### src/rtl/gba_sound_psg_mix_pkg.sv
`default_nettype none
// ============================================================================
// Module   : gba_sound_psg_mix_pkg
// Brief    : Shared PSG mixer types, ratio encodings and sample helpers.
// Revision : 1.0 - initial release
// ============================================================================
package gba_sound_psg_mix_pkg;

    localparam int NUM_PSG = 4;

    localparam logic [1:0] RATIO_25  = 2'd0;
    localparam logic [1:0] RATIO_50  = 2'd1;
    localparam logic [1:0] RATIO_100 = 2'd2;

    typedef enum logic [1:0] {
        ST_IDLE  = 2'd0,
        ST_ACC   = 2'd1,
        ST_SCALE = 2'd2,
        ST_OUT   = 2'd3
    } psg_mix_state_t;

    // Clamping to the legal channel range keeps the 8-bit accumulator within +/-60.
    function automatic logic signed [7:0] clamp_ch(input logic signed [15:0] v);
        if (v > 16'sd15) begin
            return 8'sd15;
        end else if (v < -16'sd15) begin
            return -8'sd15;
        end else begin
            return v[7:0];
        end
    endfunction

    function automatic logic signed [15:0] shift_sat16(input logic signed [9:0] val,
                                                       input int sh);
        logic signed [47:0] w;
        w = {{38{val[9]}}, val} <<< sh;
        if (w > 48'sd32767) begin
            return 16'sd32767;
        end else if (w < -48'sd32767) begin
            return -16'sd32767;
        end else begin
            return w[15:0];
        end
    endfunction

endpackage
`default_nettype wire

### src/rtl/gba_sound_psg_mix_if.sv
`default_nettype none
// ============================================================================
// Module   : gba_sound_psg_mix_if
// Brief    : Stereo PSG sample valid/ready link towards the final mixer.
// Revision : 1.0 - initial release
// ============================================================================
interface gba_sound_psg_mix_if;

    logic signed [15:0] out_left;
    logic signed [15:0] out_right;
    logic               out_valid;
    logic               out_ready;

    modport master (
        output out_left,
        output out_right,
        output out_valid,
        input  out_ready
    );

    modport slave (
        input  out_left,
        input  out_right,
        input  out_valid,
        output out_ready
    );

endinterface
`default_nettype wire

### src/rtl/gba_sound_psg_mix_side.sv
`default_nettype none
// ============================================================================
// Module   : gba_sound_psg_side
// Brief    : One stereo side: per-channel accumulate, volume gain, ratio shift.
// Revision : 1.0 - initial release
// ============================================================================
module gba_sound_psg_side
    import gba_sound_psg_mix_pkg::*;
(
    input  wire logic                     clk,
    input  wire logic                     reset_n,
    input  wire logic                     acc_clr,
    input  wire logic                     acc_en,
    input  wire logic                     scale_en,
    input  wire logic [1:0]               idx,
    input  wire logic signed [7:0]        ch_val [NUM_PSG],
    input  wire logic [NUM_PSG-1:0]       ch_on,
    input  wire logic [NUM_PSG-1:0]       side_en,
    input  wire logic [2:0]               vol,
    input  wire logic [1:0]               ratio,
    output logic signed [9:0]             scaled
);

    logic signed [7:0] r_acc;
    logic signed [9:0] r_scaled;
    logic signed [7:0] w_add;
    logic signed [9:0] w_acc_x;
    logic signed [9:0] w_gain_x;
    logic signed [9:0] w_prod;
    logic signed [9:0] w_shifted;

    always_comb begin
        w_add     = (side_en[idx] & ch_on[idx]) ? ch_val[idx] : 8'sd0;
        w_acc_x   = {{2{r_acc[7]}}, r_acc};
        w_gain_x  = $signed({7'd0, vol}) + 10'sd1;
        w_prod    = w_acc_x * w_gain_x;
        w_shifted = w_prod;
        case (ratio)
            RATIO_25: w_shifted = w_prod >>> 2;
            RATIO_50: w_shifted = w_prod >>> 1;
            default:  w_shifted = w_prod;
        endcase
    end

    always_ff @(posedge clk) begin
        if (!reset_n) begin
            r_acc    <= 8'sd0;
            r_scaled <= 10'sd0;
        end else begin
            if (acc_clr) begin
                r_acc <= 8'sd0;
            end else if (acc_en) begin
                r_acc <= r_acc + w_add;
            end
            if (scale_en) begin
                r_scaled <= w_shifted;
            end
        end
    end

    assign scaled = r_scaled;

endmodule
`default_nettype wire

### src/rtl/gba_sound_psg_mix.sv
`default_nettype none
// ============================================================================
// Module   : gba_sound_psg_mix
// Brief    : Samples the four PSG channels per audio period and emits L/R.
// Revision : 1.0 - initial release
// ============================================================================
module gba_sound_psg_mix
    import gba_sound_psg_mix_pkg::*;
#(
    parameter int SAMPLE_DIV = 512,
    parameter int OUT_SHIFT  = 4
)(
    input  wire logic                     clk,
    input  wire logic                     reset_n,
    input  wire logic signed [15:0]       ch_out [NUM_PSG],
    input  wire logic [NUM_PSG-1:0]       ch_on,
    input  wire logic                     psg_master_en,
    input  wire logic [NUM_PSG-1:0]       en_left,
    input  wire logic [NUM_PSG-1:0]       en_right,
    input  wire logic [2:0]               vol_left,
    input  wire logic [2:0]               vol_right,
    input  wire logic [1:0]               psg_ratio,
    gba_sound_psg_mix_if.master           out_if,
    output logic                          overrun,
    input  wire logic                     overrun_clr
);

    localparam logic [15:0] c_div_last = 16'(SAMPLE_DIV - 1);

    psg_mix_state_t      r_state;
    psg_mix_state_t      w_state_next;
    logic [15:0]         r_div_cnt;
    logic [1:0]          r_idx;
    logic signed [7:0]   r_ch [NUM_PSG];
    logic [NUM_PSG-1:0]  r_on;
    logic [NUM_PSG-1:0]  r_en_l;
    logic [NUM_PSG-1:0]  r_en_r;
    logic [2:0]          r_vol_l;
    logic [2:0]          r_vol_r;
    logic [1:0]          r_ratio;
    logic signed [15:0]  r_out_left;
    logic signed [15:0]  r_out_right;
    logic                r_out_valid;

    logic                w_tick;
    logic                w_snap;
    logic                w_acc_en;
    logic                w_scale_en;
    logic                w_load;
    logic                w_overrun_set;
    logic signed [9:0]   w_scaled_l;
    logic signed [9:0]   w_scaled_r;

    assign w_tick = (r_div_cnt == c_div_last);

    always_comb begin
        w_state_next = r_state;
        w_snap       = 1'b0;
        w_acc_en     = 1'b0;
        w_scale_en   = 1'b0;
        w_load       = 1'b0;
        case (r_state)
            ST_IDLE: begin
                if (w_tick) begin
                    w_snap       = 1'b1;
                    w_state_next = ST_ACC;
                end
            end
            ST_ACC: begin
                w_acc_en = 1'b1;
                if (r_idx == 2'd3) begin
                    w_state_next = ST_SCALE;
                end
            end
            ST_SCALE: begin
                w_scale_en   = 1'b1;
                w_state_next = ST_OUT;
            end
            ST_OUT: begin
                w_load       = 1'b1;
                w_state_next = ST_IDLE;
            end
            default: w_state_next = ST_IDLE;
        endcase
    end

    // Overwriting a sample the consumer never took is the only overrun source.
    assign w_overrun_set = w_load & r_out_valid & ~out_if.out_ready;

    always_ff @(posedge clk) begin
        if (!reset_n) begin
            r_state     <= ST_IDLE;
            r_div_cnt   <= 16'd0;
            r_idx       <= 2'd0;
            r_on        <= '0;
            r_en_l      <= '0;
            r_en_r      <= '0;
            r_vol_l     <= 3'd0;
            r_vol_r     <= 3'd0;
            r_ratio     <= RATIO_25;
            r_out_left  <= 16'sd0;
            r_out_right <= 16'sd0;
            r_out_valid <= 1'b0;
            overrun     <= 1'b0;
            for (int i = 0; i < NUM_PSG; i++) begin
                r_ch[i] <= 8'sd0;
            end
        end else begin
            r_state   <= w_state_next;
            r_div_cnt <= w_tick ? 16'd0 : r_div_cnt + 16'd1;

            if (w_snap) begin
                r_idx <= 2'd0;
            end else if (w_acc_en) begin
                r_idx <= r_idx + 2'd1;
            end

            if (w_snap) begin
                r_on    <= ch_on;
                r_en_l  <= en_left;
                r_en_r  <= en_right;
                r_vol_l <= vol_left;
                r_vol_r <= vol_right;
                r_ratio <= psg_ratio;
                for (int i = 0; i < NUM_PSG; i++) begin
                    r_ch[i] <= psg_master_en ? clamp_ch(ch_out[i]) : 8'sd0;
                end
            end

            if (w_load) begin
                r_out_left  <= shift_sat16(w_scaled_l, OUT_SHIFT);
                r_out_right <= shift_sat16(w_scaled_r, OUT_SHIFT);
                r_out_valid <= 1'b1;
            end else if (r_out_valid && out_if.out_ready) begin
                r_out_valid <= 1'b0;
            end

            if (w_overrun_set) begin
                overrun <= 1'b1;
            end else if (overrun_clr) begin
                overrun <= 1'b0;
            end
        end
    end

    gba_sound_psg_side u_side_left (
        .clk      (clk),
        .reset_n  (reset_n),
        .acc_clr  (w_snap),
        .acc_en   (w_acc_en),
        .scale_en (w_scale_en),
        .idx      (r_idx),
        .ch_val   (r_ch),
        .ch_on    (r_on),
        .side_en  (r_en_l),
        .vol      (r_vol_l),
        .ratio    (r_ratio),
        .scaled   (w_scaled_l)
    );

    gba_sound_psg_side u_side_right (
        .clk      (clk),
        .reset_n  (reset_n),
        .acc_clr  (w_snap),
        .acc_en   (w_acc_en),
        .scale_en (w_scale_en),
        .idx      (r_idx),
        .ch_val   (r_ch),
        .ch_on    (r_on),
        .side_en  (r_en_r),
        .vol      (r_vol_r),
        .ratio    (r_ratio),
        .scaled   (w_scaled_r)
    );

    assign out_if.out_left  = r_out_left;
    assign out_if.out_right = r_out_right;
    assign out_if.out_valid = r_out_valid;

endmodule
`default_nettype wire

### src/flat_wrapper.sv
// flat-port wrapper written by rule: the top's interface ports become plain ports
module gba_sound_psg_mix_flat import gba_sound_psg_mix_pkg::*;
#(
    parameter int SAMPLE_DIV = 512,
    parameter int OUT_SHIFT  = 4
)
  (clk, reset_n, ch_out, ch_on, psg_master_en, en_left, en_right, vol_left, vol_right, psg_ratio, overrun, overrun_clr, out_if_out_left, out_if_out_right, out_if_out_valid, out_if_out_ready);
  gba_sound_psg_mix_if out_if_i ();
  input  wire logic clk;
  input  wire logic reset_n;
  input  wire logic signed [15:0] ch_out[NUM_PSG];
  input  wire logic [NUM_PSG-1:0] ch_on;
  input  wire logic psg_master_en;
  input  wire logic [NUM_PSG-1:0] en_left;
  input  wire logic [NUM_PSG-1:0] en_right;
  input  wire logic [2:0] vol_left;
  input  wire logic [2:0] vol_right;
  input  wire logic [1:0] psg_ratio;
  output logic overrun;
  input  wire logic overrun_clr;
  output wire logic [$bits(out_if_i.out_left)-1:0] out_if_out_left;
  output wire logic [$bits(out_if_i.out_right)-1:0] out_if_out_right;
  output wire logic [$bits(out_if_i.out_valid)-1:0] out_if_out_valid;
  input wire logic [$bits(out_if_i.out_ready)-1:0] out_if_out_ready;
  assign out_if_out_left = out_if_i.out_left;
  assign out_if_out_right = out_if_i.out_right;
  assign out_if_out_valid = out_if_i.out_valid;
  assign out_if_i.out_ready = out_if_out_ready;
  gba_sound_psg_mix #(.SAMPLE_DIV(SAMPLE_DIV), .OUT_SHIFT(OUT_SHIFT)) u_core (.clk(clk), .reset_n(reset_n), .ch_out(ch_out), .ch_on(ch_on), .psg_master_en(psg_master_en), .en_left(en_left), .en_right(en_right), .vol_left(vol_left), .vol_right(vol_right), .psg_ratio(psg_ratio), .out_if(out_if_i), .overrun(overrun), .overrun_clr(overrun_clr));
endmodule
### config.mk
export PLATFORM = sky130hd
export DESIGN_NAME = gba_sound_psg_mix_flat
export DESIGN_NICKNAME = d
export VERILOG_FILES = /design/src/rtl/gba_sound_psg_mix_pkg.sv /design/src/rtl/gba_sound_psg_mix_if.sv /design/src/rtl/gba_sound_psg_mix_side.sv /design/src/rtl/gba_sound_psg_mix.sv /design/src/flat_wrapper.sv
export SDC_FILE = /design/constraint.sdc
export NUM_CORES = 1
export LEC_CHECK = 0
export CAP_MARGIN = 20
export CORE_MARGIN = 3
export CORE_UTILIZATION = 55
export CTS_BUF_LIST = sky130_fd_sc_hd__clkbuf_2 sky130_fd_sc_hd__clkbuf_4 sky130_fd_sc_hd__clkbuf_8
export DETAILED_ROUTE_END_ITERATION = 10
export GPL_TIMING_DRIVEN = 0
export PLACE_DENSITY = 0.81
export SLEW_MARGIN = 20
export SYNTH_ARGS = -nofsm -noshare
export SYNTH_HDL_FRONTEND = slang
export SYNTH_SLANG_ARGS = --single-unit
### constraint.sdc
create_clock -name clk -period 10.6 [get_ports clk]
set_clock_uncertainty 0.15 [all_clocks]
set_input_delay 2.12 -clock clk [delete_from_list [all_inputs] [get_ports clk]]
set_output_delay 2.12 -clock clk [all_outputs]
set_load 0.05 [all_outputs]
==> flow_metrics.tcl <==
set metrics [dict create \
    start_kind "flip-flop" \
    totalNegativeSetupSlack_ns 0 \
    num-nets-final 1283 \
    synth_top_cell_by_area "dfxtp_1" \
    synth-edff-count 0 \
    number_of_global_route_vias_before_repair 7030 \
    vias 7246 \
    tritoncts "yes" \
    die_w_um 128.4 \
    ys.flop_type "dfxtp_1" \
    num_antenna_cells 0 \
    outcome "completed" \
    dp_hpwl_mm 15.25 \
    syn_avg_cell_area_sq_um 8.471 \
    cp.arrival_ns 4.70 \
    cts.hold.buffers_added 0 \
    required_time_of_the_worst_setup_path_ns 10.77 \
    clock_tree.root_cell "clkbuf_8" \
    timing.final.setup_violations 0 \
    detail_route.wirelength_mm 19.82 \
    clock_sink_count 130 \
    cts.repair_timing.setup_buffer_count 0 \
    place_congestion 0.8666 \
    critical_path.max_fanout 8 \
    chipHeight_um 128.4 \
    avg_vias_per_cell 5.540 \
    syn2layout_area_growth_pct 21.47 \
    post-route-worst-setup-slack_ns 6.068 \
    first_iter_violations 343 \
    post_cts.resized_instances 0 \
    htreeDepth 4 \
    finalPower_mw 1.018 \
    antenna_found_initial 0 \
    row_count 44 \
    minimum_setup_slack_after_placement_ns 6.244 \
    maxCapViolations 0 \
    power.ir.vdd_worst_v 0.00008750 \
    power_density_nw_per_um2 101.8 \
    setup_repair_after_global_routing_missed_its_margin "false" \
    postSynthRegisterBits 130 \
    post-route-min-period_ns 4.532 \
    netlist_instances 972 \
    netlist_top_cells_area "dfxtp_1 (32%), ha_1 (8.7%), fa_1 (6.3%)" \
    syn-cell-area_sq_um 8234 \
    largest_net_degree_at_the_start_of_global_routing 17 \
    drive_above_1_share_pct 5.872 \
    min_hold_slack_ns 0.3041 \
    cellLeakagePower_nw 4.029 \
    routedLengthMet1_mm 8.766 \
    hold_viol_final 0 \
    start_util_pct 56.44 \
    netlist.area_leader.share_pct 31.61 \
    period_utilization_post_route_pct 42.75 \
    detail_route.wl_per_cell_um 15.15 \
    met2_wire_len_mm 9.611 \
    crit_type "flip-flop to flip-flop" \
    top_layer_used "met4" \
    remaining_drc_errors 0 \
    finalMaxSlewViolations 0 \
    seq_area_frac_synth_pct 31.61 \
    min-delay-path-class "flip-flop to flip-flop" \
    grt_pass1_wl_mm 32.64 \
    cts_inserted_buffers 17 \
    finish.cell_count_without_fillers 1308 \
    maxSlewHeadroom_pct 45.73 \
    ys_warn_count 0 \
    worst-slew-pin-transition_ns 0.8039 \
    max_freq_ghz 0.2207 \
    clock_latency_ns 0.45 \
    clk_pin_slew_worst_paths_ns 0.08 \
    synthArstFlopShare_pct 0 \
    overflow 0 \
    cts_buffer_depth 2 \
    wl_met3_mm 1.017 \
    design.portCount 123 \
    post-place-cells 1276 \
    1st_pass_router_iterations 5 \
    end_kind "flip-flop" \
    grtUsageTotal_pct 24.55 \
    synth_cell_types 48 \
    place.port_buffers 113 \
    die_area_sq_um 16480 \
    core_region_area_sq_um 14590 \
    antenna_left 0 \
]
-- critical path, stage by stage (launching register included) --
cell     delay (ns)
dfxtp_1        0.38
ha_1           0.17
xor2_1         0.47
and2_1         0.22
ha_1           0.25
fa_1           0.54
inv_1          0.05
fa_1           0.53
inv_1          0.04
ha_1           0.33
o21ai_0        0.12
o21ai_0        0.25
o21ai_0        0.16
xor2_1         0.30
mux2i_1        0.12
o21ai_0        0.24
a21oi_1        0.10
-- layer usage --
metal | vias up | GRT usage [%]
li1 | 3592 | -
met1 | 3415 | 31.14
met2 | 203 | 41.65
met3 | 36 | 5.396
met4 | 0 | 8.177
met5 | - | 0
-- final cells by class --
cell class	count	area [sq um]
Buffer	55	287.8
Clock buffer	17	234.0
Clock inverter	15	146.4
Fill cell	1191	4587
Inverter	54	202.7
Multi-Input combinational cell	740	5167
Sequential cell	130	2603
Tap cell	184	230.2
Timing Repair Buffer	113	1131
-- stage by stage --
step | utilization, % | area (sq um)
3_3_place_gp | 65.95 | 9622
4_1_cts | 68.56 | 10000
6_report | 68.56 | 10000
5_1_grt | 68.56 | 10000
2_1_floorplan | - | 8260
3_5_place_dp | 65.95 | 9622
-- where the power goes --
part           total [mW]  switching (mW)  internal, mW
clock               0.410           0.219         0.191
sequential          0.499         0.00614         0.493
combinational       0.109          0.0554        0.0533
total                1.02           0.280         0.737
-- flip-flops by register name, indices dropped and copies added, names as in the netlist, 2 cells and up --
signal and count:
u_core.r_ratio 2, u_core.r_idx 2, u_core.r_en_l 4, u_core.r_div_cnt 16, u_core.r_ch 32, u_core.r_on 4
u_core.out_if.out_right 10, u_core.u_side_right.scaled 10, u_core.u_side_right.r_acc 8, u_core.r_vol_r 3, u_core.u_side_left.scaled 10, u_core.u_side_left.r_acc 8
u_core.out_if.out_left 10, u_core.r_vol_l 3, u_core.r_en_r 4, u_core.r_state 2
-- synth_stat cells (all sizes together) (6+ instances only) --
master	n
a211oi	10
a21o	6
a21oi	84
a31oi	8
and2	41
and3	18
buf	26
clkbuf	29
dfxtp	130
fa	26
ha	57
inv	54
mux2i	41
mux4	11
nand2	103
nand2b	11
nand3	27
nand4	10
nor2	115
nor2b	18
nor3	23
nor4	13
o21ai	31
o22ai	6
xnor2	22
xor2	23
-- placed cells by master, fill, tap and decap left out, types with 4 or more instances in the layout --
| cell | synthesis | final |
|---|---|---|
| nor3_1 | 23 | 23 |
| and2_1 | 41 | 41 |
| nand2_1 | 101 | 101 |
| o211ai_1 | 4 | 4 |
| a31oi_1 | 8 | 8 |
| inv_6 | 0 | 7 |
| buf_6 | 4 | 4 |
| buf_1 | 5 | 5 |
| o41ai_1 | 4 | 4 |
| nor4_1 | 12 | 12 |
| o21ai_0 | 31 | 31 |
| clkinvlp_4 | 0 | 4 |
| conb_1 | 1 | 8 |
| nor2b_1 | 18 | 18 |
| a21oi_1 | 84 | 84 |
| buf_2 | 5 | 5 |
| dfxtp_1 | 130 | 130 |
| a21o_1 | 6 | 6 |
| mux4_1 | 5 | 5 |
| fa_1 | 26 | 26 |
| clkdlybuf4s50_1 | 0 | 113 |
| clkbuf_1 | 29 | 29 |
| mux2i_1 | 41 | 41 |
| nand3_1 | 26 | 26 |
| mux4_2 | 6 | 6 |
| xor2_1 | 23 | 23 |
| o22ai_1 | 6 | 6 |
| ha_1 | 57 | 57 |
| clkbuf_8 | 0 | 17 |
| inv_1 | 53 | 53 |
| a211oi_1 | 10 | 10 |
| and3_1 | 18 | 18 |
| xnor2_1 | 22 | 22 |
| nor2_1 | 115 | 115 |
| buf_4 | 12 | 12 |
| nand4_1 | 10 | 10 |
| nand2b_1 | 11 | 11 |
-- cell families after synthesis --
logic type,share of synthesized area [%]
compound gates,11.32
xor+xnor,5.333
fa+ha+maj,14.98
buf+inv,5.956
flops,31.61
mux,8.221
other cells,0.04554
simple gates,22.53
-- final timing paths --
check,endpoint,slack [ns],depth (start not counted),start
setup / recovery,u_core.u_side_right.scaled[5],6.07,16,u_core.r_vol_r[1]
hold reg to reg,u_core.r_ch[14],0.30,2,u_core.r_ch[14]
setup reg to reg,u_core.u_side_right.scaled[5],6.07,16,u_core.r_vol_r[1]
hold / removal,u_core.r_ch[14],0.30,2,u_core.r_ch[14]
Power figures use the tool's default switching activity.
